File: src/rtl/psum_accumulator_pkg.sv
// Shared widths and state encoding for the partial-sum accumulator and its helpers.
package psum_accumulator_pkg;

  localparam int unsigned BITS_SIP_DOT_ADDER = 20;
  localparam int unsigned BITS_PSUM_ACC      = BITS_SIP_DOT_ADDER + 16;

  typedef enum logic [1:0] {
    PACC_IDLE = 2'd0,
    PACC_ACC  = 2'd1,
    PACC_HOLD = 2'd2
  } pacc_state_e;

endpackage

File: src/rtl/psum_shift_ext.sv
// Sign-extends a partial sum to the accumulator width and weights it by 2^(2k).
module psum_shift_ext #(
  parameter int W_IN  = 8,
  parameter int W_OUT = 24
) (
  input  logic signed [W_IN-1:0]  psum,
  input  logic        [2:0]       shift,
  output logic signed [W_OUT-1:0] term
);

  logic signed [W_OUT-1:0] ext;

  assign ext  = W_OUT'(psum);
  assign term = ext <<< {shift, 1'b0};

endmodule

File: src/rtl/psum_accumulator.sv
// Shift-accumulates PE partial sums per group and hands the result out via valid/ready.
// Build option: define PSUM_ACC_SAT_EN for saturating adds with a sticky per-group clamp.
module psum_accumulator
  import psum_accumulator_pkg::*;
#(
  parameter int W_PSUM = BITS_SIP_DOT_ADDER,
  parameter int W_ACC  = W_PSUM + 16
) (
  input  logic                     CLK,
  input  logic                     RST,
  input  logic signed [W_PSUM-1:0] i_PSUM,
  input  logic                     i_Valid,
  input  logic        [2:0]        i_Shift,
  input  logic                     i_First,
  input  logic                     i_Last,
  output logic                     o_InReady,
  output logic signed [W_ACC-1:0]  o_Acc,
  output logic                     o_Valid,
  input  logic                     i_Ready,
  output logic                     o_Overrun
);

  pacc_state_e             state_q;
  logic signed [W_ACC-1:0] acc_q, acc_d, base, term;
  logic                    accept, restart;

  psum_shift_ext #(
    .W_IN  (W_PSUM),
    .W_OUT (W_ACC)
  ) u_shift_ext (
    .psum  (i_PSUM),
    .shift (i_Shift),
    .term  (term)
  );

  assign o_InReady = (state_q != PACC_HOLD) || i_Ready;
  assign accept    = i_Valid && o_InReady;
  assign restart   = i_First || (state_q == PACC_IDLE);
  assign base      = restart ? '0 : acc_q;
  assign o_Acc     = acc_q;
  assign o_Valid   = (state_q == PACC_HOLD);

`ifdef PSUM_ACC_SAT_EN
  localparam logic [W_ACC-1:0] AccMax = {1'b0, {(W_ACC-1){1'b1}}};
  localparam logic [W_ACC-1:0] AccMin = {1'b1, {(W_ACC-1){1'b0}}};

  logic             sat_q, sat_d, sat_hold, ovf;
  logic [W_ACC:0]   sum_ext;

  // One guard bit: overflow when the two top bits of the widened sum disagree.
  assign sum_ext  = {base[W_ACC-1], base} + {term[W_ACC-1], term};
  assign ovf      = sum_ext[W_ACC] != sum_ext[W_ACC-1];
  assign sat_hold = sat_q && !restart;
  assign sat_d    = sat_hold || ovf;

  always_comb begin
    acc_d = sum_ext[W_ACC-1:0];
    if (sat_hold) begin
      acc_d = acc_q;
    end else if (ovf) begin
      acc_d = sum_ext[W_ACC] ? AccMin : AccMax;
    end
  end

  always_ff @(posedge CLK or posedge RST) begin
    if (RST) begin
      sat_q <= 1'b0;
    end else if (accept) begin
      sat_q <= sat_d;
    end
  end
`else
  assign acc_d = base + term;
`endif

  always_ff @(posedge CLK or posedge RST) begin
    if (RST) begin
      state_q   <= PACC_IDLE;
      acc_q     <= '0;
      o_Overrun <= 1'b0;
    end else begin
      if (i_Valid && !o_InReady) begin
        o_Overrun <= 1'b1;
      end
      if (accept) begin
        acc_q   <= acc_d;
        state_q <= i_Last ? PACC_HOLD : PACC_ACC;
      end else if (state_q == PACC_HOLD && i_Ready) begin
        state_q <= PACC_IDLE;
      end
    end
  end

endmodule

File: config.mk
export PLATFORM = sky130hd
export DESIGN_NAME = psum_accumulator
export DESIGN_NICKNAME = d
export VERILOG_FILES = /design/src/rtl/psum_accumulator_pkg.sv /design/src/rtl/psum_shift_ext.sv /design/src/rtl/psum_accumulator.sv
export SDC_FILE = /design/constraint.sdc
export NUM_CORES = 1
export LEC_CHECK = 0
export BUFFER_PORTS_ARGS = -buffer_cell sky130_fd_sc_hd__buf_2
export CORE_MARGIN = 1
export CORE_UTILIZATION = 60
export CTS_BUF_LIST = sky130_fd_sc_hd__clkbuf_4
export CTS_CLUSTER_SIZE = 20
export DETAILED_ROUTE_END_ITERATION = 8
export HOLD_SLACK_MARGIN = 0.03
export MAX_ROUTING_LAYER = met4
export PLACE_DENSITY = 0.84
export SLEW_MARGIN = 20
export SYNTH_ARGS = -nofsm -noshare
export SYNTH_HDL_FRONTEND = slang
export SYNTH_SLANG_ARGS = --single-unit
File: constraint.sdc
create_clock -name CLK -period 5.8 [get_ports CLK]
set_clock_uncertainty 0.15 [all_clocks]
set_input_delay 0.87 -clock CLK [delete_from_list [all_inputs] [get_ports CLK]]
set_output_delay 0.87 -clock CLK [all_outputs]
set_load 0.1 [all_outputs]
==> After elaboration in Yosys (flattened, before gate mapping) <==
Cells that the tools add are included.
{ "classes": {"addsub": 1, "n_eq_ne": 2, "n_shift": 1, "muxes": 4, "n_reduce_logical": 8} }
{ "op_table": {"columns": ["op", "count"], "rows": [
  ["$add A36 B36 Y36", 1],
  ["$mux W36", 1],
  ["$sshl A20 B4 Y36", 1],
  ["$mux W2", 3],
  ["$logic_and A1 B1 Y1", 3],
  ["$eq A2 B2 Y1 const B", 1],
  ["$logic_not A2 Y1", 1],
  ["$logic_or A1 B1 Y1", 2],
  ["$ne A2 B2 Y1 const B", 1],
  ["$reduce_bool A2 Y1", 1],
  ["$logic_not A1 Y1", 1]
]} }
{ "word_totals": {"regBits": 39, "input_bits": 29, "wordCells": 19} }

==> Longest topological paths before layout <==
{ "logic_depth": {"depth_word": 4, "depth_mapped": 17} }

==> Hierarchy <==
A second synthesis with hierarchy kept.
{ "unflattened": {"hier_cells": 519, "area_unflattened_um2": 4321.6} }
{ "by_module_without_submodules": {"columns": ["module", "instances", "cells_per_inst", "area_per_inst_um2", "seq_area_each_um2"], "rows": [
  ["psum_accumulator", 1, 395, 3360.7, 975.9],
  ["psum_shift_ext", 1, 124, 960.9, 0.0]
]} }

==> Least setup slack after synthesis <==
OpenSTA, ideal clock, no wires.
{ "synth_timing": {"kind": "input -> register", "start": "in i_Shift[0]", "end": "reg acc_q[35] (netlist: o_Acc[35])", "setup_time_ps": 124, "arrival_ps": 4251, "slack_ps": 1275, "path_stages": 14, "cell_sequence": "clkbuf_1 buf_1 mux2i_1 mux2_2 o22ai_1 ha_1 and2_2 a221o_1 a21oi_4 a311o_2 a211oi_2 or3_2 and4b_1 a211o_1"} }
{ "synth_via": {"elab_chain_len": 2} }
{ "synth_rtl": {"columns": ["element", "line", "source"], "rows": [
  ["start: declaration", "psum_accumulator.sv:13", "input logic [2:0] i_Shift,"],
  ["$sshl A20 B4 Y36", "psum_shift_ext.sv:14", "assign term = ext <<< {shift, 1'b0};"],
  ["$add A36 B36 Y36", "psum_accumulator.sv:73", "assign acc_d = base + term;"],
  ["end signal: assignment", "psum_accumulator.sv:79", "acc_q <= '0;"],
  ["end signal: assignment", "psum_accumulator.sv:86", "acc_q <= acc_d;"],
  ["end: declaration", "psum_accumulator.sv:24", "logic signed [W_ACC-1:0] acc_q, acc_d, base, term;"]
]} }
No other way between the ends.
A chain may end at the register's enable or synchronous reset.

==> Final worst setup path <==
{ "layout_timing": {"start": "in i_Shift[1]", "end": "reg acc_q[34] (netlist: o_Acc[34])"} }
Same word-level chain as after synthesis.

==> results.py <==
metrics = {
    "placement": {
        "dpl.hpwl_um": 7900,
        "portBuffers": 67,
        "dp.cells": 640,
        "placed_cell_area_mm2": 0.00446,
        "place_ws_ns": 0.929,
        "gp_congestion": 0.933,
    },
    "min_path": {
        "min_path_cells": 1,
        "hold_end": "o_Overrun$_DFFE_PP0P_",
        "hold_class": "register to register",
        "hp-start": "o_Overrun$_DFFE_PP0P_",
    },
    "die": {
        "core.rowCount": 29,
        "die_area_mm2": 0.00719,
        "die_w_um": 84.8,
        "die_height_um": 84.8,
        "io_pins": 68,
        "start_util": 0.633,
        "core_region_area_mm2": 0.00649,
    },
    "critical_path": {
        "rr_endpoint": "o_Acc[24]$_DFFE_PP0P_",
        "worstPathMaxFanout": 30,
        "crit-reg2reg-launch": "state_q[0]$_DFFE_PP0P_",
        "crit_required_ns": 5.88,
        "rrSetupSlack_ns": 1.74,
        "ff2ff_path_depth": 15,
        "critPathLaunchType": "primary input",
        "critPathKind": "primary input to register",
        "endpoint_kind": "register",
        "worst_ep_arrival_time_ns": 4.71,
    },
    "layout": {
        "register_area_um2": 976,
        "area_delta_synth_final_pct": 11.1,
        "final_util": 0.703,
        "multiInputGateArea_mm2": 0.00298,
        "stdcell_count": 648,
        "fillers": 554,
        "final_layout_size_suffix_gt1_frac": 0.196,
        "num-nets-final": 635,
        "num_antenna_cells": 0,
        "fin_area_mm2": 0.00457,
    },
    "timing": {
        "fin_crit_ns": 4.64,
        "drv_slew": 0,
        "period_share": 0.799,
        "setup_viol": 0,
        "maxSlewHeadroom": 0.452,
        "worst_slack_ns": 1.16,
        "fmax_mhz": 216,
        "worst_pin_slew_ns": 0.801,
        "tns_ns": 0,
        "rsz0062_at_grt": "no",
        "hold_viol": 0,
    },
    "route": {
        "wl_um": 10300,
        "num_vias": 3908,
        "drc": 8,
        "first_pass_iters": 8,
        "wl_per_cell_um": 15.9,
        "via_per_inst": 6.03,
        "drt_iter0_markers": 273,
        "antenna_left": 0,
    },
    "synth": {
        "post-synth-top-area-cell": "dfrtp_1",
        "synth_top_family_by_area": "compound AO/OA/AOI/OAI gates",
        "syn_inst": 515,
        "synth_xor_area_frac": 0.0681,
        "synthAdderAreaFrac": 0.111,
        "syn_area_mm2": 0.00411,
        "syn_avg_cell_area_um2": 7.99,
        "async_flop_share": 1.00,
        "synth_simple_gate_area_frac": 0.214,
        "yosys.cell_types.count": 64,
        "yosysMostFrequentCell": "nand2_1",
        "ys_top_cells_by_area": "dfrtp_1 24%, ha_1 11%, o21ai_0 7.5%",
        "synth_commonest_cells": "75 x nand2_1, 62 x o21ai_0, 41 x a21oi_1, 39 x dfrtp_1, 36 x and2_1",
        "synth_mux_area_frac": 0.0840,
        "ys.flop_type": "dfrtp_1",
        "synth_compound_area_frac": 0.248,
        "syn_nets": 580,
        "yosysWarningCount": 0,
        "ys_ff_latch": 39,
        "yosysSeqAreaShare": 0.237,
        "synth_top_area_share": 0.237,
        "synth-edff-count": 0,
    },
    "cts": {
        "clock_latency_ns": 0.35,
        "cts.sinks": 39,
        "post_cts_buffers": 0,
        "path_clk_slew_ns": 0.13,
        "cts_tree": "yes",
        "clockBufferDepth": 2,
        "postCtsHoldBufs": 0,
        "cts_max_level": 2,
        "post_cts_resized": 0,
        "cts_root_buf": "clkbuf_4",
        "numCtsBuffers": 5,
    },
    "power_and_ir_drop": {
        "p_leak_nw": 2.22,
        "p_sw_w": 0.00102,
        "switching_share": 0.580,
        "power_frac_seq": 0.225,
        "ir_drop_uv": 355,
        "combinationalPowerShare": 0.642,
        "p_per_area_mw_per_mm2": 386,
        "p_int_w": 0.000741,
        "p_clk_frac": 0.134,
    },
    "global_route": {
        "grt_overflow": 0,
        "grt_pass1_wl_um": 17100,
        "grt_max_degree": 72,
        "antenna_found_initial": 0,
        "track_usage": 0.307,
        "grt_pass1_vias": 3742,
    },
    "outcome": {
        "violations": "DRC",
        "outcome": "complete, but fails checks",
    },
    "run": {
        "max_cap_viol_count": 0,
    },
}
-- critical path, cell delays in order --
cell       delay (ns)
buf_2            0.43
clkinv_1         0.39
nor2_1           0.19
a21oi_1          0.07
nand2_1          0.08
o21ai_0          0.14
ha_1             0.40
a21oi_1          0.25
o21ai_0          0.15
a2111oi_0        0.77
o32a_1           0.30
o21ai_2          0.08
nor4_1           0.24
o41ai_2          0.13
xnor2_1          0.14
o21ai_1          0.08
-- through the flow --
stage	hold WS (ns)	power (W)
global route	0.377	0.00186
global placement	0.310	0.00151
CTS	0.357	0.00177
floorplan	0.331	0.00134
detailed placement	0.328	0.00153
finish	0.351	0.00176
-- registers in the layout, indices dropped and copies added (netlist names) --
signal,cells
o_Overrun,1
state_q,2
o_Acc,36
-- placed cells by master (no fill, tap or decap), drive strengths merged, types with 6 or more instances in the layout --
cell type,instances
ha,35
inv,12
nor2,21
dfrtp,39
nor3,9
o21ai,67
a21o,13
and2,37
clkbuf,6
mux2,12
nand2b,6
buf,70
xor2,15
xnor2,17
mux2i,21
nand3,8
a21oi,43
nand2,77
-- area by class of cell --
| cell class | instances | share of cell area |
|---|---|---|
| Timing Repair Buffer | 70 | 0.0783 |
| Sequential cell | 39 | 0.214 |
| Multi-Input combinational cell | 441 | 0.653 |
| Clock buffer | 6 | 0.00986 |
| Clock inverter | 2 | 0.0131 |
| Tap cell | 77 | 0.0211 |
| Inverter | 13 | 0.0107 |
-- kinds of logic (layout without fill, tap and decap cells) --
group | count (synthesis) | after routing
and+or+nand+nor | 177 | 177
muxes | 33 | 33
AOI/OAI and AO/OA | 163 | 163
buffers and inverters | 35 | 91
adders and majority gates | 36 | 36
DFF | 39 | 39
xor gates and xnor gates | 32 | 32
-- power by group through the flow --
stage          Sequential [W]  Combinational, W  Clock (W)
2_1_floorplan        0.000927          0.000414          0
3_3_place_gp         0.000396           0.00111          0
3_5_place_dp         0.000402           0.00113          0
4_1_cts              0.000396           0.00113   0.000244
5_1_grt              0.000407           0.00120   0.000254
6_report             0.000396           0.00113   0.000236
-- how the worst max path moves through the flow --
stage               startpoint                     to  slack, ns  cells past startpoint
finish              i_Shift[1]  o_Acc[34]$_DFFE_PP0P_       1.16                     16
global placement    i_Shift[1]  o_Acc[24]$_DFFE_PP0P_       0.93                     16
CTS                 i_Shift[1]  o_Acc[34]$_DFFE_PP0P_       1.30                     16
floorplan           i_Shift[0]  o_Acc[35]$_DFFE_PP0P_       1.27                     14
detailed placement  i_Shift[1]  o_Acc[34]$_DFFE_PP0P_       0.93                     16
global route        i_Shift[1]  o_Acc[34]$_DFFE_PP0P_       0.89                     16
-- metal layers --
layer  GRT usage  part of all wire  vias to the layer above
li1            -                 -                     1950
met1       0.414              0.48                     1821
met2       0.488              0.45                      120
met3      0.0423             0.050                       17
met4      0.0786             0.016                        0
met5           -                 0                        -
No activity file was read; power rests on OpenSTA's default activity.
